`src/rtl/matrix_scan_db.sv`:
```
// matrix_scan_db -- multiplexed bi-colour LED matrix scanner with double buffer.
//
// Scans ROWS rows, dwelling DIV clk cycles on each. The first BLANK cycles of
// every dwell are blanked (rows off, columns off) to hide ghosting while the
// row drivers switch. Writes go to a back buffer. A swap request is held
// pending and taken at the next frame boundary, so a frame is never torn.
//
// Optional feature: define MATRIX_BLINK_EN to build a blink phase that toggles
// every BLINK_FRAMES frames and blanks the columns while blink_en=1 and the
// phase is off. Without it blink_en is ignored and no blink counter exists.
//
// Ports:
//   clk          sole clock, rising edge
//   rst_n        synchronous active-low reset
//   wr_en        write strobe into the back buffer
//   wr_row       target row of the write (out-of-range rows are ignored)
//   wr_r, wr_g   red / green column data for the write
//   swap_req     request a front/back exchange at the next frame boundary
//   blink_en     blink enable (used only with MATRIX_BLINK_EN)
//   swap_ack     one-cycle pulse on the cycle the swap takes effect
//   frame_start  one-cycle pulse when the row index wraps to 0
//   col_r, col_g active-high column drive, registered
//   row          active-low one-hot row select, registered (index 0 -> MSB)

module matrix_scan_db #(
    parameter int ROWS         = 8,
    parameter int COLS         = 8,
    parameter int DIV          = 62500,
    parameter int BLANK        = 16,
    parameter int BLINK_FRAMES = 50
) (
    input  logic                    clk,
    input  logic                    rst_n,
    input  logic                    wr_en,
    input  logic [$clog2(ROWS)-1:0] wr_row,
    input  logic [COLS-1:0]         wr_r,
    input  logic [COLS-1:0]         wr_g,
    input  logic                    swap_req,
    input  logic                    blink_en,
    output logic                    swap_ack,
    output logic                    frame_start,
    output logic [COLS-1:0]         col_r,
    output logic [COLS-1:0]         col_g,
    output logic [ROWS-1:0]         row
);

    localparam int RW = $clog2(ROWS);
    localparam int CW = (DIV > 1) ? $clog2(DIV) : 1;

    localparam logic [CW-1:0]   CNT_MAX = CW'(DIV - 1);
    localparam logic [CW-1:0]   BLANK_L = CW'(BLANK);
    localparam logic [RW-1:0]   IDX_MAX = RW'(ROWS - 1);
    localparam logic [RW:0]     ROWS_L  = (RW + 1)'(ROWS);
    localparam logic [ROWS-1:0] ROW_MSB = {1'b1, {(ROWS - 1){1'b0}}};

    logic [CW-1:0]   cnt;
    logic [RW-1:0]   idx;
    logic            bank;      // selects which buffer is front
    logic            pending;

    logic [COLS-1:0] buf_r [2][ROWS];
    logic [COLS-1:0] buf_g [2][ROWS];

    logic dwell_end;
    logic frame_end;
    logic do_swap;
    logic in_blank;
    logic wr_ok;
    logic blink_off;

    assign dwell_end = (cnt == CNT_MAX);
    assign frame_end = dwell_end && (idx == IDX_MAX);
    assign do_swap   = frame_end && (pending || swap_req);
    assign in_blank  = (cnt < BLANK_L);
    assign wr_ok     = wr_en && ({1'b0, wr_row} < ROWS_L);

`ifdef MATRIX_BLINK_EN
    localparam int BW = (BLINK_FRAMES > 1) ? $clog2(BLINK_FRAMES) : 1;
    localparam logic [BW-1:0] BF_MAX = BW'(BLINK_FRAMES - 1);

    logic [BW-1:0] blink_cnt;
    logic          blink_on;

    // Advances on the same event that raises frame_start, so the phase
    // changes exactly at a frame boundary.
    always_ff @(posedge clk) begin
        if (!rst_n) begin
            blink_cnt <= '0;
            blink_on  <= 1'b1;
        end else if (frame_end) begin
            if (blink_cnt == BF_MAX) begin
                blink_cnt <= '0;
                blink_on  <= ~blink_on;
            end else begin
                blink_cnt <= blink_cnt + BW'(1);
            end
        end
    end

    assign blink_off = blink_en && !blink_on;
`else
    logic unused_blink;
    assign unused_blink = blink_en;
    assign blink_off    = 1'b0;
`endif

    always_ff @(posedge clk) begin
        if (!rst_n) begin
            cnt         <= '0;
            idx         <= '0;
            bank        <= 1'b0;
            pending     <= 1'b0;
            swap_ack    <= 1'b0;
            frame_start <= 1'b0;
            row         <= '1;
            col_r       <= '0;
            col_g       <= '0;
            for (int b = 0; b < 2; b++) begin
                for (int i = 0; i < ROWS; i++) begin
                    buf_r[b][i] <= '0;
                    buf_g[b][i] <= '0;
                end
            end
        end else begin
            cnt <= dwell_end ? '0 : cnt + CW'(1);
            if (dwell_end) begin
                idx <= (idx == IDX_MAX) ? '0 : idx + RW'(1);
            end

            // The back buffer is written even in the swap cycle, so that
            // write ends up in the buffer that is about to become front.
            if (wr_ok) begin
                buf_r[~bank][wr_row] <= wr_r;
                buf_g[~bank][wr_row] <= wr_g;
            end

            if (do_swap) begin
                bank    <= ~bank;
                pending <= 1'b0;
            end else if (swap_req) begin
                pending <= 1'b1;
            end

            swap_ack    <= do_swap;
            frame_start <= frame_end;

            row   <= in_blank ? '1 : ~(ROW_MSB >> idx);
            col_r <= (in_blank || blink_off) ? '0 : buf_r[bank][idx];
            col_g <= (in_blank || blink_off) ? '0 : buf_g[bank][idx];
        end
    end

endmodule

```
`config.mk`:
```
export PLATFORM = sky130hd
export DESIGN_NAME = matrix_scan_db
export DESIGN_NICKNAME = d
export VERILOG_FILES = /design/src/rtl/matrix_scan_db.sv
export SDC_FILE = /design/constraint.sdc
export NUM_CORES = 1
export LEC_CHECK = 0
export ABC_AREA = 1
export BUFFER_PORTS_ARGS = -buffer_cell sky130_fd_sc_hd__buf_2
export CORE_MARGIN = 5
export CORE_UTILIZATION = 55
export DETAILED_ROUTE_END_ITERATION = 10
export PLACE_DENSITY = 0.72
export SLEW_MARGIN = 20
export SYNTH_ARGS = -nofsm -noshare
export SYNTH_HDL_FRONTEND = slang
export SYNTH_SLANG_ARGS = --single-unit
```
`constraint.sdc`:
```
create_clock -name clk -period 3.9 [get_ports clk]
set_input_delay 0 -clock clk [delete_from_list [all_inputs] [get_ports clk]]
set_output_delay 0 -clock clk [all_outputs]
set_load 0.05 [all_outputs]
```
==> qor.txt <==
status -> complete, no violations
Setup Viol. Count Final -> 0
Longest Clk Path Bufs -> 3
Final nets -> 1470
WL/cell -> 17.3 um
Core ar. -> 23600 sq um
area post-placement -> 13600 sq um
achievable clock frequency -> 343 MHz
cell family with most CP delay -> simple AND/OR/NAND/NOR gates
CP cell instances -> dlygate4sd3_1 > buf_2 > nand2_2 > nor2_4 > nand2_1 > nand2_1
TritonRoute pass-1 iters -> 5
Pleak -> 6.21 nW
CTS root buf -> clkbuf_16
reg-to-reg critical path startpoint -> bank$_SDFFE_PN0P_
DIE WIDTH -> 165 um
clk_lat worst skew -> 0.50 ns
Hold/Removal Path Class -> primary input to flop
Num CTS Buffers -> 34
initial antenna violation count -> 0
critical path's slowest cell -> nand2_1
Gate Count Post-Synth -> 1392
Final ANT Viol Nets -> 0
Die Y-Extent -> 165 um
CTS clk-pin slew, worst paths -> 0.06 ns
most common cell in the synthesized netlist -> nor2_1
DR iter-0 viols -> 960
CTS Sinks -> 304
largest net degree at the start of global routing -> 95
Syn Area/Cell -> 9.53 sq um
crit path DAT -> 3.05 ns
capturing point of the worst reg2reg path -> buf_r[0][11]$_SDFFCE_PN0P_
Global Route Usage Sum -> 23.1%
Ys Warns -> 0
I/O pins -> 50
Fin. Hold Viols -> 0
Slew Viols, Final -> 0
Port Buffer Count -> 48
CP Depth -> 6
fin area -> 15000 sq um
Starting Density -> 56.2%
RSZ-0062 raised after global routing -> false
first-pass GRT wire length -> 49.0 mm
pwr dens -> 479 nW/um^2
critical path type -> primary input to flop
CTS tree -> done
DRC -> 0
CP Buf/Inv Count -> 2
part of the cycle the worst path needs -> 74.7%
Cell variety after synth -> 31
vias in the first global route -> 9174
nature of the critical path endpoint -> flop
routed vias/inst -> 5.35
start point of the critical path -> rst_n
setup slack, reg-to-reg -> 1.42 ns
max_cap viols -> 0
sequential-to-total area share from yosys stat -> 65.2%
Relative slew margins -> 25.6%
final wirelength -> 30.9 mm
end point of the critical path -> buf_r[0][11]$_SDFFCE_PN0P_
Max stage delay on crit path -> 0.75 ns
HPWL after DPL -> 19.7 mm
crit path time final -> 2.91 ns
Fin Hold WS -> 0.196 ns
Mapped Area -> 13300 sq um
top_reg_cell synth -> edfxtp_1
die area -> 27300 sq um
vias -> 9541
area leader, netlist -> edfxtp_1
R2R cell count -> 4
n_diodes -> 0
fraction of layout cells with a size suffix above 1 -> 9.02%
Final Skew -> 0.0160 ns
largest cells by area after synthesis -> edfxtp_1 (58%), nor2_1 (11%), nand2_1 (9.1%), dfxtp_1 (7.2%), o21ai_0 (3.5%)
most instantiated cells after synthesis -> nor2_1 (400), nand2_1 (320), edfxtp_1 (256), o21ai_0 (94), inv_1 (88)
worst vdd ir -> 0.407 mV
Worst Tran Pin Value -> 1.12 ns
worst endpoint required time -> 4.03 ns
final core utilization -> 63.5%
RePlAce Congestion -> 0.840
CP Max Fanout -> 21
Worst path most repeated cell -> nand2_1
Area Growth Syn to Fin -> 13.0%
top cell type's share of synthesized area -> 57.9%
setup TNS -> 0 ns
flops & latches, synth -> 304
cts repair resizes -> 0
gr ovfl total -> 0
H-Tree Depth -> 2
ys async rst share -> 0%
syn_nets -> 1423
CP Launch Type -> primary input
Post-synth EDFFs -> 256
# rows -> 56
worst reg2reg max path: cells and delay by family (launching register included):
family / cells / cell delay, ns
buffers and inverters: 1 / 0.11
DFF: 1 / 0.35
and+or+nand+nor: 3 / 1.65
repair_timing:
action	4_1_cts	5_1_grt
setup buffers	0	0
hold buffers	17	0
endpoints found under the hold margin	95	0
where the power goes:
part | total (mW) | switching (mW) | internal, mW
combinational | 0.229 | 0.175 | 0.0540
clock | 3.30 | 1.26 | 2.05
sequential | 3.66 | 0.0286 | 3.63
logic make-up (layout without fill, tap and decap cells):
group | Yosys count | count (layout) | synth area share, %
buf+inv | 158 | 230 | 5.35
xor+xnor | 5 | 5 | 0.330
flops | 304 | 304 | 65.2
compound gates | 132 | 132 | 5.09
fa+ha+maj | 7 | 7 | 0.660
simple gates | 786 | 786 | 23.4
state kept, by name, indices dropped and copies added (netlist names), 3 cells and up, named ones only:
register / flops
col_g: 8
cnt: 16
buf_r: 128
col_r: 8
buf_g: 128
row: 8
idx: 3
metrics by stage:
| stage | worst slack, ns | std cells | total power [mW] |
|---|---|---|---|
| floorplan | 2.06 | 1392 | 3.85 |
| CTS | 1.03 | 1783 | 7.22 |
| detailed placement | 1.05 | 1705 | 3.94 |
| global route | 0.742 | 1783 | 7.40 |
| global placement | 1.12 | 1705 | 3.93 |
| finish | 0.986 | 1783 | 7.19 |
cells in the final DEF, fill, tap and decap left out, types with 6 or more instances in the layout:
master	count
a21oi_1	18
buf_2	48
buf_4	12
clkbuf_16	37
clkbuf_8	6
dfxtp_1	46
dlygate4sd3_1	17
edfxtp_1	256
ha_1	7
inv_1	88
nand2_1	320
nand3_1	32
nand4_1	8
nor2_1	400
nor3_1	10
o211ai_1	6
o21ai_0	94
o21ai_1	12
cell type report:
type	count	area (sq um)
clock buffers	49	1030
well taps	319	399
flip-flops and latches	304	8650
repair buffers	77	500
fillers	1887	8620
inverters	92	348
clock inverters	12	144
multi-input cells	930	3920
per-layer routing:
metal	global-route usage, %	wire length [um]
met1	31.0	12800
met2	40.0	15500
met3	2.95	1830
met4	6.22	661
met5	0	0
worst min path at each step:
stage	start	endpoint	slack (ns)	cells after the start
floorplan	swap_req	swap_ack$_SDFF_PN0_	0.22	2
global placement	swap_req	swap_ack$_SDFF_PN0_	0.32	3
detailed placement	swap_req	swap_ack$_SDFF_PN0_	0.33	3
CTS	wr_g[6]	buf_g[0][14]$_SDFFCE_PN0P_	0.20	3
global route	wr_g[6]	buf_g[1][62]$_SDFFCE_PN0P_	0.20	3
finish	wr_g[6]	buf_g[0][14]$_SDFFCE_PN0P_	0.20	3
(Power assumes the default switching activity.)
